## src/rtl/pdm_tx.sv

```systemverilog
// pdm_tx: PCM sample FIFO feeding a second-order sigma-delta modulator that drives a 1-bit PDM stream.
// Define PDM_TX_DITHER_EN to add 2-bit LFSR dither to the modulator input.
module pdm_tx #(
    parameter int unsigned DATA_WIDTH = 16,
    parameter int unsigned FIFO_DEPTH = 4,
    parameter int unsigned TICK_DIV   = 32,
    parameter int unsigned OSR        = 256
) (
    input  logic                         clk_in,
    input  logic                         rst_in,
    input  logic                         enable_in,
    input  logic signed [DATA_WIDTH-1:0] sample_in,
    input  logic                         sample_valid_in,
    output logic                         sample_ready_out,
    output logic [$clog2(FIFO_DEPTH):0]  fifo_count_out,
    output logic                         tick_out,
    output logic                         sample_req_out,
    output logic                         underflow_out,
    output logic                         pdm_out
);

    localparam int unsigned AW   = (FIFO_DEPTH > 1) ? $clog2(FIFO_DEPTH) : 1;
    localparam int unsigned CW   = $clog2(FIFO_DEPTH) + 1;
    localparam int unsigned DIVW = (TICK_DIV > 1) ? $clog2(TICK_DIV) : 1;
    localparam int unsigned OSW  = (OSR > 1) ? $clog2(OSR) : 1;
    localparam int unsigned W    = DATA_WIDTH + 4;
    localparam int unsigned SW   = W + 2;

    localparam logic signed [W-1:0] MAX_W  = {1'b0, {(W-1){1'b1}}};
    localparam logic signed [W-1:0] MIN_W  = {1'b1, {(W-1){1'b0}}};
    localparam logic signed [W-1:0] FB_POS = {{(W-DATA_WIDTH){1'b0}}, 1'b1, {(DATA_WIDTH-1){1'b0}}};
    localparam logic signed [W-1:0] FB_NEG = {{(W-DATA_WIDTH){1'b1}}, 1'b1, {(DATA_WIDTH-1){1'b0}}};

    logic [DATA_WIDTH-1:0]        mem_q [FIFO_DEPTH];
    logic [AW-1:0]                wr_ptr_q, wr_ptr_d, rd_ptr_q, rd_ptr_d;
    logic [CW-1:0]                count_q, count_d;
    logic                         ready_q, ready_d;
    logic [DIVW-1:0]              div_cnt_q, div_cnt_d;
    logic [OSW-1:0]               os_cnt_q, os_cnt_d;
    logic signed [DATA_WIDTH-1:0] cur_q, cur_d;
    logic signed [W-1:0]          acc1_q, acc1_d, acc2_q, acc2_d;
    logic                         pdm_q, pdm_d;
    logic                         req_q, req_d, uf_q, uf_d;

    logic                         tick_c, pull_c, pop_c, push_c;
    logic signed [W-1:0]          x_c, fb_c, a1_c, a2_c;
    logic signed [SW-1:0]         s1_c, s2_c;

    function automatic logic signed [W-1:0] sat_w(input logic signed [SW-1:0] v);
        logic signed [W-1:0] r;
        r = W'(v);
        if (v > SW'(MAX_W)) r = MAX_W;
        if (v < SW'(MIN_W)) r = MIN_W;
        return r;
    endfunction

`ifdef PDM_TX_DITHER_EN
    logic [15:0]         lfsr_q, lfsr_d;
    logic signed [1:0]   dith_c;

    assign dith_c = lfsr_q[1:0];

    // Dither source: x^16+x^14+x^13+x^11+1, one step per PDM bit
    always_comb begin
        lfsr_d = lfsr_q;
        if (tick_c) lfsr_d = {lfsr_q[0] ^ lfsr_q[2] ^ lfsr_q[3] ^ lfsr_q[5], lfsr_q[15:1]};
    end

    always_ff @(posedge clk_in or negedge rst_in) begin
        if (!rst_in) lfsr_q <= 16'hACE1;
        else         lfsr_q <= lfsr_d;
    end

    assign x_c = W'(cur_q) + W'(dith_c);
`else
    assign x_c = W'(cur_q);
`endif

    assign tick_c = enable_in && (div_cnt_q == DIVW'(TICK_DIV - 1));
    assign pull_c = tick_c && (os_cnt_q == OSW'(OSR - 1));
    assign pop_c  = pull_c && (count_q != '0);
    assign push_c = sample_valid_in && ready_q;

    assign fb_c = pdm_q ? FB_POS : FB_NEG;
    assign s1_c = SW'(acc1_q) + SW'(x_c) - SW'(fb_c);
    assign a1_c = sat_w(s1_c);
    assign s2_c = SW'(acc2_q) + SW'(a1_c) - SW'(fb_c);
    assign a2_c = sat_w(s2_c);

    // Next-state: FIFO bookkeeping, tick divider, sample pull and modulator
    always_comb begin
        wr_ptr_d  = wr_ptr_q;
        rd_ptr_d  = rd_ptr_q;
        count_d   = count_q + CW'(push_c) - CW'(pop_c);
        ready_d   = 1'b0;
        div_cnt_d = '0;
        os_cnt_d  = '0;
        cur_d     = cur_q;
        acc1_d    = '0;
        acc2_d    = '0;
        pdm_d     = 1'b0;
        req_d     = pop_c;
        uf_d      = pull_c && (count_q == '0);

        ready_d = (count_d < CW'(FIFO_DEPTH));
        if (push_c) wr_ptr_d = wr_ptr_q + AW'(1);
        if (pop_c) begin
            rd_ptr_d = rd_ptr_q + AW'(1);
            cur_d    = DATA_WIDTH'(mem_q[rd_ptr_q]);
        end

        if (enable_in) begin
            acc1_d = acc1_q;
            acc2_d = acc2_q;
            pdm_d  = pdm_q;
            os_cnt_d = os_cnt_q;
            if (tick_c) begin
                div_cnt_d = '0;
                os_cnt_d  = (os_cnt_q == OSW'(OSR - 1)) ? '0 : os_cnt_q + OSW'(1);
                acc1_d    = a1_c;
                acc2_d    = a2_c;
                pdm_d     = ~a2_c[W-1];
            end else begin
                div_cnt_d = div_cnt_q + DIVW'(1);
            end
        end
    end

    always_ff @(posedge clk_in) begin
        if (push_c) mem_q[wr_ptr_q] <= sample_in;
    end

    always_ff @(posedge clk_in or negedge rst_in) begin
        if (!rst_in) begin
            wr_ptr_q  <= '0;
            rd_ptr_q  <= '0;
            count_q   <= '0;
            ready_q   <= 1'b1;
            div_cnt_q <= '0;
            os_cnt_q  <= '0;
            cur_q     <= '0;
            acc1_q    <= '0;
            acc2_q    <= '0;
            pdm_q     <= 1'b0;
            req_q     <= 1'b0;
            uf_q      <= 1'b0;
        end else begin
            wr_ptr_q  <= wr_ptr_d;
            rd_ptr_q  <= rd_ptr_d;
            count_q   <= count_d;
            ready_q   <= ready_d;
            div_cnt_q <= div_cnt_d;
            os_cnt_q  <= os_cnt_d;
            cur_q     <= cur_d;
            acc1_q    <= acc1_d;
            acc2_q    <= acc2_d;
            pdm_q     <= pdm_d;
            req_q     <= req_d;
            uf_q      <= uf_d;
        end
    end

    assign sample_ready_out = ready_q;
    assign fifo_count_out   = count_q;
    assign tick_out         = tick_c;
    assign sample_req_out   = req_q;
    assign underflow_out    = uf_q;
    assign pdm_out          = pdm_q;

endmodule
```

## config.mk

```make
export PLATFORM = sky130hd
export DESIGN_NAME = pdm_tx
export DESIGN_NICKNAME = d
export VERILOG_FILES = /design/src/rtl/pdm_tx.sv
export SDC_FILE = /design/constraint.sdc
export NUM_CORES = 1
export LEC_CHECK = 0
export CORE_MARGIN = 8
export CORE_UTILIZATION = 40
export CTS_CLUSTER_DIAMETER = 120
export CTS_CLUSTER_SIZE = 12
export DETAILED_ROUTE_END_ITERATION = 7
export SYNTH_ARGS = -nofsm -noshare
export SYNTH_HDL_FRONTEND = slang
export SYNTH_SLANG_ARGS = --single-unit
```

## constraint.sdc

```tcl
create_clock -name clk_in -period 7.06 [get_ports clk_in]
set_clock_uncertainty 0.05 [all_clocks]
set_input_delay 1.412 -clock clk_in [delete_from_list [all_inputs] [get_ports clk_in]]
set_output_delay 1.412 -clock clk_in [all_outputs]
set_load 0.05 [all_outputs]
```

Word level (Yosys, flattened, before mapping)
Memory sizes are Yosys's and may differ from the RTL's. A register that Yosys moved wholly into a read port is not among the register bits.
Index checks and enable logic that the tools add are counted.
Operators by class
  mux-type cells: 18
  $add $sub $neg: 10
  equality and inequality tests: 3
  reduce and logical (&&, ||, !) cells: 8
  multiply operators: 0
  divide/modulo/power cells: 0
  order comparisons: 5
  bitwise gates (word level): 1
  shifts and indexed selects: 0
Operator list (number)
  $mux W20: 9
  $gt A22 B20 Y1 const B: 2
  $lt A22 B20 Y1 const B: 2
  $sub A21 B20 Y22: 2
  $mux W8: 3
  $add A20 B16 Y21: 1
  $add A20 B20 Y21: 1
  $mux W5: 2
  $add A8 B1 Y8 const B: 1
  $eq A8 B8 Y1 const B: 1
  $add A5 B1 Y5 const B: 1
  $eq A5 B5 Y1 const B: 1
  $logic_and A1 B1 Y1: 5
  $add A2 B1 Y2 const B: 2
  $mux W1: 4
  $add A3 B1 Y3: 1
  $logic_not A3 Y1: 1
  $lt A3 B3 Y1 const B: 1
  $reduce_bool A3 Y1: 1
  $sub A3 B1 Y3: 1
  $ne A2 B1 Y1 const B: 1
  $logic_not A1 Y1: 1
  $not A1 Y1: 1
Storage, ports and cells
  bits in read-only memories: 0
  bits in latches: 0
  memory bits (writable): 64
  memories kept: 1
  output and inout bits: 8
  bits of input ports: 20
  register bits after elaboration: 64
Memories
  mem_q: depth 4, width 16, read ports 1, clocked after memory_dff 1, wr ports 1, RTL line 34  | logic [DATA_WIDTH-1:0] mem_q [FIFO_DEPTH];

Depth between registers and ports, before layout
Gate-level depths: netlist of the first run.
  word-level depth: 13
  gate-level depth with buffers: 25
  mapped depth without buffers: 23

Worst setup path after synthesis of the first run
OpenSTA, ideal clock, no wires.
  path kind: flip-flop to flip-flop
  start: register pdm_q (netlist: pdm_out)
  end: register acc2_q[10]
  cell stages (with the launch flop): 26
  required time: 6.883 ns
  arrival time: 6.156 ns
  library setup time: 0.127 ns
  clock period less this slack: 6.333 ns
  slack: 0.727 ns
  path buffers: 3
  cell sequence: dfrtp_1 > inv_1 > fa_1 > inv_1 > ha_1 > a211oi_1 > nand3_1 > a211o_1 > a31oi_1 > o21ai_1 > a41oi_2 > buf_2 > buf_2 > a21oi_1 > ha_1 > inv_1 > ha_1 > a21o_1 > a211oi_2 > nor3b_1 > or3_1 > o22ai_2 > xor2_2 > o21ai_2 > buf_6 > a221o_2
On the way
  longest elaborated chain between the ends: 12
  elaborated cells on any way between the ends: 14
  those cells by class: 3 x add/sub; 4 x order compare; 7 x mux
RTL lines
  start: declaration: RTL line 42  | logic pdm_q, pdm_d;
  start signal: assignment: RTL line 157  | pdm_q <= pdm_d;
  $mux W20 *: RTL line 84  | assign fb_c = pdm_q ? FB_POS : FB_NEG;
  $sub A21 B20 Y22: RTL line 85  | assign s1_c = SW'(acc1_q) + SW'(x_c) - SW'(fb_c);
  $gt A22 B20 Y1: RTL line 52  | if (v > SW'(MAX_W)) r = MAX_W;
  $mux W20: RTL line 52
  $mux W20: RTL line 53  | if (v < SW'(MIN_W)) r = MIN_W;
  $add A20 B20 Y21: RTL line 87  | assign s2_c = SW'(acc2_q) + SW'(a1_c) - SW'(fb_c);
  $sub A21 B20 Y22 *: RTL line 87
  $gt A22 B20 Y1: RTL line 52
  $mux W20: RTL line 52
  $mux W20 *: RTL line 53
  $mux W20 *: RTL line 117  | if (tick_c) begin
  $mux W20 *: RTL line 112  | if (enable_in) begin
  end signal: assignment: RTL line 143  | acc2_q <= '0;
  end signal: assignment: RTL line 156  | acc2_q <= acc2_d;
  end: declaration: RTL line 41  | logic signed [W-1:0] acc1_q, acc1_d, acc2_q, acc2_d;
Mark *: on every way between the ends. The rest lies on a longest branch, timed or not. The select of a mux whose other input is x is not followed.
A chain may end at the register's enable or synchronous reset.

Worst setup path after layout of the first run
  start: register cur_q[15], read port of mem_q
  end: register acc2_q[0]
On the way
  longest elaborated chain between the ends: 12
  elaborated cells on any way between the ends: 14
  those cells by class: 4 x add/sub; 4 x order compare; 6 x mux
RTL lines
  start: declaration: RTL line 40  | logic signed [DATA_WIDTH-1:0] cur_q, cur_d;
  $add A20 B16 Y21 *: RTL line 85
  $sub A21 B20 Y22 *: RTL line 85
  $gt A22 B20 Y1: RTL line 52
  $mux W20: RTL line 52
  $mux W20 *: RTL line 53
  $add A20 B20 Y21 *: RTL line 87
  $sub A21 B20 Y22 *: RTL line 87
  $gt A22 B20 Y1: RTL line 52
  $mux W20: RTL line 52
  $mux W20 *: RTL line 53
  $mux W20 *: RTL line 117
  $mux W20 *: RTL line 112
Marks and branches as above.

==> results.md, run 1 <==
- Result of the run: finished, final reports clean
- Post-synth top area cell: dfrtp_1
- Distinct cells, synth: between 60 and 70
- Peak clock frequency supported by timing: roughly 160 MHz
- Die outline width: 165 um
- DP Cell Count: 1140
- Data arrival, critical path: 6700 ps
- Number of global-route vias before repair: around 6400
- Share of the yosys chip area belonging to registers: about 44%
- Slew Viols, Final: 0
- Antenna cells: 0
- Setup repair after global routing missed its margin: no
- Type of the tightest min-delay check: reg2reg
- Number of buffers added by the clock tree synthesis step: 17
- Flops & latches, synth: roughly 140
- Endpoint class of the critical path: flip-flop
- Critical path startpoint: cur_q[15]
- Initial Utilization: about two fifths
- Fraction of final layout cells sized beyond drive strength 1: 11.2%
- Post-layout nets: between 900 and 1000
- Vias post-DR: 6215
- Synth async-reset ratio: 55.6%
- Maximum number of pins on one net before global-route repair: a little over 70
- Shortest clock period the worst path allows after layout: around 6400 ps
- Static leakage: about 0.0045 uW
- Die span in y: ~170 um
- Number of cells on the critical path: 24
- Sinks on the clock net: between 100 and 150
- Area share of the leading cell type in the synthesized netlist: between 20% and 30%
- Detail Placement HPWL: 13400 um
- Remaining antenna violation count: 0
- Number of design-rule violations left by the first detailed-router iteration: ~350
- Fin Setup TNS: 0 ps
- H-tree Lvls: 4
- Post-Synthesis Cells: about 850
- Yosys warning count: 0
- Leading cell types by total area after synthesis: dfrtp_1, edfxtp_1, ha_1
- Critical-path cell list: inv_1 > fa_1 > inv_1 > ha_1 > a211oi_1 > nand3_1 > a211o_1 > a31oi_1 > o21ai_1 > a22oi_4 > nand2b_1 > a21oi_1 > ha_1 > inv_1 > ha_1 > o21ai_0 > nor2b_1 > o21ai_2 > a21oi_4 > o22ai_1 > o22ai_1 > o21ai_2 > buf_4 > a311o_2
- Register-to-Register Setup Slack: slightly above 600 ps
- Instance area at placement: ~9500 um2
- Full die area: 27300 um2
- Final setup vio count: 0
- Wire length of the first global-routing pass: ~32000 um
- Maximum Capacitance Violations: 0
- Count of port buffers added during placement: 27
- Worst rel slew slack: a little under two fifths
- Biggest fanout along the worst timing path: 19
- Count of TritonRoute iterations in the first routing pass: 5
- Commonest non-fill, non-tap cell in the layout: inv_1
- Required time of the worst setup path: about 7300 ps
- Post-layout total power: roughly 2100 uW
- Antenna violations before repair: 0
- Buffers and inverters on the worst path: 4
- Wire per inst: 16.1 um
- Maximum VDD drop: ~0.28 mV
- Highest-count cells in the layout ignoring fill and taps: inv_1, ha_1, dfrtp_1
- Kind of cell with the highest combined delay on the critical path: compound AO/OA/AOI/OAI gates
- Reg clk slew, reported paths: ~70 ps
- Overall Global Routing Usage: 14.6%
- Cell with the largest stage delay on the worst path: fa_1
- Floorplan core area: between 20000 and 25000 um2
- R2r endpoint: acc2_q[0]
- Area overhead of the layout relative to synthesis: 13.3%
- Period utilisation layout: approximately 90%
- Global route overflow: 0
- Global placer's final weighted congestion: 0.847
- Finished Cell Area: approximately 10000 um2
- Buffers inserted by post-CTS timing repair: 0
- Number of design rule violations left after detail routing: 0
- Least-Margin Pin Slew: 935 ps
- I/O pin cnt: 28
- Largest stage delay on the critical path: 520 ps
- Net Count, Synth: ~960
- Final hold violations: 0
- Maximum clock insertion buffer count: 2
- DRT Wirelength: ~19000 um
- Hold worst-path end: div_cnt_q[0]
- Mean cell area of the mapped netlist: approximately 10 um2
- Combined area of all synthesized cells: around 8900 um2
- Hold depth: 1
- Clk Tree Root Cell: clkbuf_16
- Standard-cell row count: 54
- CTS tree: yes
- Count of flip-flops with a built-in enable after synthesis: between 60 and 70
- Quantity of hold-fixing buffers added after cts: 0
- Dominant synthesized flop cell: dfrtp_1
- Crit path kind: reg2reg
- Worst hold path startpoint: div_cnt_q[0]
- Final non-filler cell total: 1172
- Avg Vias per Cell: 5.30
- Pwr/cell area: a little over 200 nW/um2
- Later-pin clock latency in the skew report: about 430 ps
- Depth of the worst register-to-register path: 24
- Reg-to-Reg Start: cur_q[15]
- Startpoint class of the critical path: flip-flop
## cell families after synthesis
family	count (synthesis)	synth area share (%)
adder cells (fa/ha/maj)	90	13.4
buffers and inverters	153	6.73
XOR/XNOR	44	4.41
AND/OR/NAND/NOR	184	10.3
AO/OA/AOI/OAI	214	16.5
flip-flops	144	44.1
multiplexers	20	4.54
## Yosys cell counts, types with 11 or more instances
library cell  number
nor2b_1           11
and3_1            14
nand2b_1          14
dfrtp_1           79
clkbuf_1          20
ha_1              81
and2_1            15
inv_1            125
nor2_1            40
edfxtp_1          64
o21ai_0           59
a21o_1            12
a21oi_1           63
xnor2_1           33
nand2_1           52
mux4_2            16
## what timing repair did
action | CTS | global route
hold endpoints to repair | 0 | 0
endpoints found under the setup margin | 0 | 19
resized for setup | 0 | 1
## how the worst max path moves through the flow
stage	to	slack, ps
2_1_floorplan	acc2_q[10]	730
5_1_grt	acc2_q[0]	100
6_report	acc2_q[0]	610
3_5_place_dp	acc2_q[0]	490
3_3_place_gp	acc2_q[0]	610
4_1_cts	acc2_q[0]	440
## registers in the layout, indices dropped and copies added (netlist names), 2 cells and up
register        count
acc1_q             20
acc2_q             20
cur_q              16
div_cnt_q           5
fifo_count_out      3
mem_q              64
os_cnt_q            8
rd_ptr_q            2
wr_ptr_q            2
## final cells by class
type | instances | area (um2)
fillers | 2039 | 11700
multi-input cells | 552 | 4400
flip-flops and latches | 144 | 3930
inverters | 125 | 469
clock buffers | 18 | 429
repair buffers | 39 | 358
well taps | 280 | 350
clock inverters | 14 | 161
## metal layers
metal,vias to the layer above,GRT usage (%),wire [um]
li1,3064,-,-
met5,-,0,0
met3,33,3.10,734
met2,112,23.3,8770
met4,0,5.00,379
met1,3006,19.4,8930
## through the flow
stage	util, %	hold WS (ps)	setup WS [ps]
after CTS	46.2	416	441
after global placement	43.5	400	613
after floorplan	-	383	727
after detailed placement	43.5	406	487
final	46.2	414	612
after global routing	46.2	422	100
## report_power, final
part	internal (uW)	switching, uW
registers	958	29.5
clock network	505	402
logic	74.3	130
## worst register-to-register path, delay by kind of cell, from the launching register on
kind                     cells  cell delay (ps)
flip-flops                   1              480
AND/OR/NAND/NOR              3              830
AO/OA/AOI/OAI               13             3010
adder cells (fa/ha/maj)      4             1510
buffers and inverters        4              440
(Power assumes the default switching activity.)
==> inputs of run 2 (changes only) <==
==> constraint.sdc (replaced) <==
create_clock -name clk_in -period 7.06 [get_ports clk_in]
set_clock_uncertainty 0.05 [all_clocks]
set_input_delay 2.118 -clock clk_in [delete_from_list [all_inputs] [get_ports clk_in]]
set_output_delay 2.118 -clock clk_in [all_outputs]
set_load 0.05 [all_outputs]
==> run 2 against run 1 <==
Compared with the run above: clock power shrank 1%; final cell count is essentially flat; sequential cell count is the same; critical path depth is the same; combinational power is essentially flat; routed wire length shrank 0.19%; first-iteration DRC count grew 17%; worst hold slack lost 0.77 ps; register-to-register slack lost 90 ps; fmax shrank 1.4%; sequential power is essentially flat; largest power group unchanged.
==> results.md, run 2 (synthesis gave the netlist of run 1 again) <==
- Fraction of final layout cells sized beyond drive strength 1: 11.3% (was 11.2%)
- Number of buffers added by the clock tree synthesis step: 17 (unchanged)
- Number of global-route vias before repair: 6443 (was 6371)
- Result of the run: finished, final reports clean (unchanged)
- Maximum clock insertion buffer count: 2 (unchanged)
- Clk Tree Root Cell: clkbuf_16 (unchanged)
- H-tree Lvls: 4 (unchanged)
- Count of TritonRoute iterations in the first routing pass: 5 (unchanged)
- Global placer's final weighted congestion: 0.853 (was 0.847)
- Final hold violations: 0 (unchanged)
- Floorplan core area: 21800 um2 (unchanged)
- Die span in y: 165 um (unchanged)
- Maximum VDD drop: 0.237 mV (was 0.281 mV)
- Biggest fanout along the worst timing path: 19 (unchanged)
- Number of design-rule violations left by the first detailed-router iteration: 405 (was 345)
- Final setup vio count: 0 (unchanged)
- Later-pin clock latency in the skew report: 430 ps (about the same)
- Startpoint class of the critical path: flip-flop (unchanged)
- Die outline width: 165 um (unchanged)
- Least-Margin Pin Slew: 1060 ps (was 935 ps)
- Standard-cell row count: 54 (unchanged)
- Initial Utilization: 40.8% (unchanged)
- Count of port buffers added during placement: 27 (unchanged)
- Highest-count cells in the layout ignoring fill and taps: inv_1, ha_1, dfrtp_1 (unchanged)
- Maximum Capacitance Violations: 0 (unchanged)
- Required time of the worst setup path: 7320 ps (was 7310 ps)
- Antenna cells: 0 (unchanged)
- Endpoint class of the critical path: flip-flop (unchanged)
- Top reg by flops: mem_q (unchanged)
- Depth of the worst register-to-register path: 24 (unchanged)
- Hold depth: 1 (unchanged)
- Static leakage: 0.00454 uW (was 0.00453 uW)
- Top layer in use: met4 (unchanged)
- Slew Viols, Final: 0 (unchanged)
- Routed met2 length: 9020 um (was 8770 um)
- Period utilisation layout: 92.7% (was 91.3%)
- DRT Wirelength: 18800 um (about the same)
- Remaining antenna violation count: 0 (unchanged)
- Sinks on the clock net: 144 (unchanged)
- Wire per inst: 16.0 um (was 16.1 um)
- Vias post-DR: 6198 (was 6215)
- Antenna violations before repair: 0 (unchanged)
- Post-layout nets: 988 (was 989)
- Crit path kind: reg2reg (unchanged)
- Worst rel slew slack: 29.5% (was 37.7%)
- Setup repair after global routing missed its margin: no (unchanged)
- I/O pin cnt: 28 (unchanged)
- Quantity of hold-fixing buffers added after cts: 0 (unchanged)
- Wire length the detailed router placed on met1: 8960 um (was 8930 um)
- Shortest clock period the worst path allows after layout: 6540 ps (was 6450 ps)
- Pwr/cell area: 207 nW/um2 (was 208 nW/um2)
- Max reg flops: 64 (unchanged)
- Reg clk slew, reported paths: 70 ps (about the same)
- Commonest non-fill, non-tap cell in the layout: inv_1 (unchanged)
- Avg Vias per Cell: 5.29 (was 5.30)
- Number of design rule violations left after detail routing: 0 (unchanged)
- Fin Setup TNS: 0 ps (unchanged)
- Final Hold Slack: 413 ps (was 414 ps)
- Global route overflow: 0 (unchanged)
- Full die area: 27300 um2 (unchanged)
- Peak clock frequency supported by timing: 153 MHz (was 155 MHz)
- Wire length of the first global-routing pass: 32200 um (was 31500 um)
- Met3 layer wire length in the routed design: 602 um (was 734 um)
- Overall Global Routing Usage: 14.9% (was 14.6%)
- Detail Placement HPWL: 13200 um (was 13400 um)
- Registers with the most flip-flops: mem_q: 64 flops, acc1_q: 20 flops, acc2_q: 20 flops (unchanged)
- Data arrival, critical path: 6800 ps (was 6700 ps)
- Type of the tightest min-delay check: reg2reg (unchanged)
- CTS tree: yes (unchanged)
- Area overhead of the layout relative to synthesis: 13.4% (was 13.3%)
- Maximum number of pins on one net before global-route repair: 81 (was 72)
-- run 2: layout make-up --
class / count / area (um2)
fill: 2054 / 11700
multi-input combinational: 552 / 4400
sequential: 144 / 3930
inverter: 125 / 469
clock buffer: 17 / 425
timing repair buffer: 38 / 360
tap: 280 / 350
clock inverter: 15 / 171
-- run 2: worst paths after layout --
kind                            slack, ps         start      endpoint
worst max-delay path                  520     cur_q[15]     acc2_q[0]
worst min register to register        410  div_cnt_q[0]  div_cnt_q[0]
max in group asynchronous            4440        rst_in       pdm_out
worst min-delay path                  410  div_cnt_q[0]  div_cnt_q[0]
min in group asynchronous            1800        rst_in   os_cnt_q[4]
worst max register to register        520     cur_q[15]     acc2_q[0]
-- run 2: through the flow --
| step | power (uW) | cells | instance area [um2] | util (%) | setup slack, ps |
|---|---|---|---|---|---|
| after floorplan | 1130 | 849 | 8910 | - | 727 |
| after global placement | 1210 | 1139 | 9490 | 43.5 | 616 |
| after detailed placement | 1210 | 1139 | 9490 | 43.5 | 453 |
| after CTS | 2110 | 1171 | 10100 | 46.2 | 408 |
| after global routing | 2170 | 1171 | 10100 | 46.3 | 81.6 |
| final | 2090 | 1171 | 10100 | 46.3 | 518 |
-- run 2: what timing repair did --
action	in CTS	in global routing
gates resized for setup	0	1
buffers inserted	0	0
setup endpoints to repair	0	17
-- run 2: report_power, final --
part	leakage (uW)	switching (uW)	internal (uW)
clock network	0.000291	418	477
logic	0.00264	130	74.1
registers	0.00160	29.7	958
-- run 2: metal layers --
| layer | GRT usage (%) | vias to the layer above |
|---|---|---|
| met5 | 0 | - |
| met4 | 4.38 | 0 |
| met3 | 2.78 | 18 |
| met1 | 19.6 | 3024 |
| met2 | 24.5 | 99 |
| li1 | - | 3057 |
-- run 2: worst max-delay path, cell delays in order (launching register included) --
cell and delay (ps):
dfrtp_1 480, inv_1 110, fa_1 520, inv_1 40, ha_1 350, a211oi_1 360, nand3_1 120, a211o_1 270
a31oi_1 230, o21ai_1 240, a22oi_4 180, nand2b_1 490, a21oi_1 190, ha_1 320, inv_1 40, ha_1 360
a21oi_1 150, o21ai_0 160, a31o_2 300, a21oi_4 190, o22ai_1 120, o22ai_1 400, o21ai_2 90, buf_4 230
a311o_2 400
==> RTL change 1, RTL diff (config.mk and constraints of run 1) <==
Build with the macro `PDM_TX_DITHER_EN` defined.
--- a/src/rtl/pdm_tx.sv
+++ b/src/rtl/pdm_tx.sv
@@ -1,5 +1,7 @@
 // pdm_tx: PCM sample FIFO feeding a second-order sigma-delta modulator that drives a 1-bit PDM stream.
 // Define PDM_TX_DITHER_EN to add 2-bit LFSR dither to the modulator input.
+`define PDM_TX_DITHER_EN
+
 module pdm_tx #(
     parameter int unsigned DATA_WIDTH = 16,
     parameter int unsigned FIFO_DEPTH = 4,
Behaviour: same outputs for any inputs over 10 cycles, from zero or initial values and one cycle with rst_in low; that may be too few to reach the edited logic, so the function may still have changed.
==> RTL change 1 against run 1 <==
Core utilization decreased by 0.54 points. Power up 5.5%. Critical path depth is 1 higher. Sequential share of layout area is 0.23 points higher. Area after synthesis rose by 10%. Setup slack worse by 0.11 ns. First-iteration DRC count rose by 31%. Design area increased by 9.8%. Global-route usage rose by 0.093 points. Sequential cell count grew 16. Routed wire length increased by 12%. Largest cell class unchanged. Largest power group unchanged.
==> RTL change 1: results (changes against run 1) <==
run_status:
  status: "completed"
critical_path:
  r2r_slack_ns: 0.50  # -0.11 ns
  crit_fanout: 16  # -3
  rr_worst_depth: 25  # +4.2%
  cp.arrival_ns: 6.84  # +0.14 ns
  rr_endpoint: "acc2_q[8]"
  r2r_start: "pdm_out"
  critical_path_class: "register to register"
drt:
  drt-total-wl_mm: 21.03  # +12%
  drt_first_pass_iters: 5  # unchanged
  vias: 6703  # +7.9%
  drt_iter0_markers: 453  # +31%
cts:
  htreeDepth: 4  # unchanged
  clkTransAtPathRegs_ns: 0.08
  clkLatencyLatePin_ns: 0.43  # about the same
  postCtsResizedCells: 0  # unchanged
  cts_setup_buffers: 0  # unchanged
  root_buffer: "clkbuf_16"
  cts_buffer_depth: 2  # unchanged
  numCtsBuffers: 17  # unchanged
sta:
  worstMarginPinSlew_ns: 1.098  # +0.1629 ns
  slew_violations: 0  # unchanged
yosys:
  ys.warnings.count: 0  # unchanged
  ys_seq_area_share_pct: 44.12  # +0.046 points
  synth-edff-count: 64  # unchanged
  synth_cell_types: 71  # +7.6%
  syn-num-nets: 1072  # +12%
  yosys-top-cells-count: "inv_1 (144), nand2_1 (104), dfrtp_1 (87), ha_1 (81), edfxtp_1 (64)"
  yosys-top-cells-area: "dfrtp_1 (22%), edfxtp_1 (20%), ha_1 (10%), fa_1 (6.1%), inv_1 (5.5%)"
  async_flop_share_pct: 60.00  # +4.4 points
grt:
  track_usage_pct: 14.70  # +0.093 points
  grt_pass1_wl_mm: 36.02  # +14%
  grt_overflow: 0  # unchanged
  antenna_found_initial: 0  # unchanged
  grt_pass1_vias: 6929  # +8.8%
  grt_max_degree: 69  # -4.2%
finish:
  fill_cells: 2325  # +14%
  final_layout_size_suffix_gt1_share_pct: 10.13  # -1.1 points
  antenna_cells: 0  # unchanged
  reg_top3: "mem_q (64), acc1_q (20), acc2_q (20)"
place:
  dpl.hpwl_mm: 15.38  # +15%
  gp_congestion: 0.8534  # +0.80%
  port-buffer-count: 27  # unchanged
power:
  leakage_nw: 5.031  # +11%
  irDropWorstVdd_uv: 199.4  # -29%
min_path:
  hp-class: "register to register"
[RTL change 1: changes by cell type after synthesis, sizes merged, moves of 9 or more]
cell and change:
a21oi -17, nand2 +53, inv +19, o22ai +21, fa +21, a311o -9
[RTL change 1: cells by family after synthesis]
family / count (synthesis) / share of synthesized area (%)
buf+inv: 173 / 6.914
mux: 20 / 4.100
simple gates: 221 / 10.20
compound gates: 217 / 14.77
flops: 160 / 44.12
fa+ha+maj: 111 / 16.42
xor+xnor: 39 / 3.476
[RTL change 1: layout make-up]
cell class | count | area share, %
flip-flops and latches | 160 | 39.13
clock inverters | 15 | 1.502
well taps | 324 | 3.659
multi-input cells | 608 | 43.50
clock buffers | 17 | 3.839
repair buffers | 43 | 3.500
inverters | 144 | 4.878
[RTL change 1: critical path, stage by stage, from the launching register on]
cell and delay [ns]:
dfrtp_1 0.42, inv_1 0.23, fa_1 0.46, fa_1 0.52, inv_1 0.04, ha_1 0.39
a21oi_1 0.21, o21ai_0 0.12, a221oi_1 0.23, o31ai_1 0.14, xnor2_1 0.18, o211ai_2 0.29
buf_4 0.25, o21ai_0 0.13, ha_1 0.29, inv_1 0.04, ha_1 0.38, o21ai_2 0.11
a221oi_2 0.32, nand2_1 0.11, a221o_2 0.43, a21oi_2 0.16, a2bb2oi_2 0.38, buf_4 0.30
a22oi_1 0.12, o22ai_1 0.13
[RTL change 1: worst min-delay path by stage]
stage	startpoint	to	slack, ns	depth (start not counted)
final	lfsr_q[7]	lfsr_q[6]	0.41	2
after global routing	lfsr_q[11]	lfsr_q[10]	0.43	2
after CTS	lfsr_q[7]	lfsr_q[6]	0.41	2
after detailed placement	lfsr_q[7]	lfsr_q[6]	0.40	2
after global placement	lfsr_q[7]	lfsr_q[6]	0.39	2
after floorplan	div_cnt_q[0]	div_cnt_q[0]	0.38	1
[RTL change 1: stage by stage]
step	cell area, um2	cells	power [mW]	hold WS, ns	setup slack, ns
6_report	11080	1311	2.214	0.4113	0.5003
2_1_floorplan	9827	941	1.223	0.3829	0.5163
3_3_place_gp	10490	1279	1.311	0.3892	0.6640
5_1_grt	11080	1311	2.305	0.4342	0.04012
4_1_cts	11080	1311	2.247	0.4113	0.5682
3_5_place_dp	10490	1279	1.315	0.3951	0.6109
[RTL change 1: layer usage]
metal	track usage, %	vias up	wire, um
met1	19.20	3251	9963
li1	-	3325	-
met2	24.82	106	10180
met5	0	-	0
met3	2.636	21	608
met4	3.845	0	271
[RTL change 1: where the power goes]
part,leakage [nW],internal (mW),switching [mW]
clock network,0.284,0.477,0.448
logic,2.95,0.0753,0.133
registers,1.79,1.05,0.0308
==> RTL change 2, RTL diff (config.mk and constraints of run 1) <==
Without the edit above. Remove the register `uf_q`: a continuous assignment takes its place, so the output `underflow_out` follows one clock earlier.
--- a/src/rtl/pdm_tx.sv
+++ b/src/rtl/pdm_tx.sv
@@ -143,7 +143,6 @@
             acc2_q    <= '0;
             pdm_q     <= 1'b0;
             req_q     <= 1'b0;
-            uf_q      <= 1'b0;
         end else begin
             wr_ptr_q  <= wr_ptr_d;
             rd_ptr_q  <= rd_ptr_d;
@@ -156,9 +155,10 @@
             acc2_q    <= acc2_d;
             pdm_q     <= pdm_d;
             req_q     <= req_d;
-            uf_q      <= uf_d;
         end
     end
+
+    assign uf_q = uf_d;
 
     assign sample_ready_out = ready_q;
     assign fifo_count_out   = count_q;
Function: same outputs for any inputs over 10 cycles, from zero or initial values and one cycle with rst_in low; that may be too few to reach the edited logic, so the function may still have changed.
==> RTL change 2 against run 1 <==
Die area fell by 1.1%. Routed wire length rose by 2.2%. Synthesized cell count rose by 1.8%. Final cell count rose by 1.5%. Combinational power barely moved. Power fell by 0.95%. Maximum frequency fell by 0.42%. Setup slack got worse by 0.027 ns. Area after synthesis fell by 1.2%. Design area fell by 1.3%. Sequential cell count fell by 1.
==> RTL change 2: results (changes against run 1) <==
drt:
  drt_first_pass_iters: 4  # -1
  drt_iter0_markers: 330  # -4.3%
  vias_per_cell: 5.180  # -2.3%
  drt-total-wl_mm: 19.22  # +2.2%
place:
  detailed_place.area_um2: 9384  # -1.1%
  dp_cells: 1158  # +1.6%
  gp_congestion: 0.8368  # -1.2%
  port-buffer-count: 27  # unchanged
  pre_cts_ws_ns: 0.6790  # +0.1916 ns
  dpl.hpwl_mm: 14.11  # +5.5%
run_status:
  status: "completed"
finish:
  final_nets: 1007  # +1.8%
  reg_top3: "mem_q (64), acc1_q (20), acc2_q (20)"
  finalNonFillerCells: 1190  # +1.5%
  final_layout_size_suffix_gt1_share_pct: 8.791  # -2.4 points
grt:
  grt_pass1_wl_mm: 32.33  # +2.5%
  grt_max_degree: 62  # -14%
  track_usage_pct: 15.08  # +0.47 points
  grt_pass1_vias: 6389  # +0.28%
yosys:
  async_flop_share_pct: 55.24  # -0.31 points
  yosys-top-cells-count: "inv_1 (131), ha_1 (81), dfrtp_1 (78), o21ai_0 (66), edfxtp_1 (64)"
  syn_inst: 864  # +1.8%
  ys_seq_area_share_pct: 44.34  # +0.27 points
  syn-num-nets: 974  # +1.6%
  synth_cell_types: 70  # +6.1%
  yosys-top-cells-area: "dfrtp_1 (22%), edfxtp_1 (22%), ha_1 (12%), inv_1 (5.6%), mux4_2 (4.1%)"
critical_path:
  path_delay_family: "compound AO/OA/AOI/OAI gates"
  crit_fanout: 19  # unchanged
  critical-path-max-stage-delay_ns: 0.55  # +0.03 ns
  crit_path_start: "pdm_out"
  cp.arrival_ns: 6.71  # about the same
power:
  leakage_nw: 4.529  # about the same
  clkPwrFrac_pct: 42.9  # -0.3 points
  irDropWorstVdd_uv: 179.0  # -36%
  switching_share_pct: 26.70  # about the same
  p_per_area_nw_per_um2: 208.7  # +0.35%
cts:
  numCtsBuffers: 17  # unchanged
  htreeDepth: 4  # unchanged
  cts_buffer_depth: 2  # unchanged
  postCtsResizedCells: 0  # unchanged
min_path:
  worstHoldStart: "div_cnt_q[0]"
sta:
  slew_headroom_pct: 29.05  # -8.6 points
-- RTL change 2: cell count changes in the layout (fill, tap and decap cells not counted), moves of 10 or more --
cell / run 1 / this run
nor2_1: 40 / 56
a21oi_1: 63 / 48
o22ai_1: 7 / 25
a221o_2: 10 / 0
xnor2_1: 33 / 23
-- RTL change 2: path summary, 6_finish.rpt --
check / slack (ns) / to / depth (start not counted)
min: 0.41 / div_cnt_q[0] / 1
max reg2reg: 0.58 / acc2_q[11] / 25
max in group asynchronous: 5.09 / cur_q[6] / 2
max: 0.58 / acc2_q[11] / 25
min reg2reg: 0.41 / div_cnt_q[0] / 1
min in group asynchronous: 0.81 / acc2_q[18] / 1
-- RTL change 2: per-layer routing --
metal	share of wire [%]	GRT usage [%]
met5	0	0
met2	46	24.39
met1	47	20.10
met3	4.3	2.456
met4	2.0	5.372
-- RTL change 2: final cells by class --
| class | instances | area, um2 |
|---|---|---|
| fillers | 2048 | 11730 |
| multi-input cells | 564 | 4277 |
| flip-flops and latches | 143 | 3900 |
| inverters | 131 | 491.7 |
| clock buffers | 17 | 425.4 |
| repair buffers | 40 | 365.4 |
| well taps | 280 | 350.3 |
| clock inverters | 15 | 151.4 |
-- RTL change 2: cells by family (layout without fill, tap and decap cells) --
group / Yosys count / count (layout) / share of synthesized area, %
AOI/OAI and AO/OA: 218 / 218 / 15.83
and+or+nand+nor: 200 / 200 / 10.92
buffers and inverters: 157 / 203 / 7.141
DFF: 143 / 143 / 44.34
adders and majority gates: 90 / 90 / 13.57
xor gates and xnor gates: 35 / 35 / 3.485
muxes: 21 / 21 / 4.708
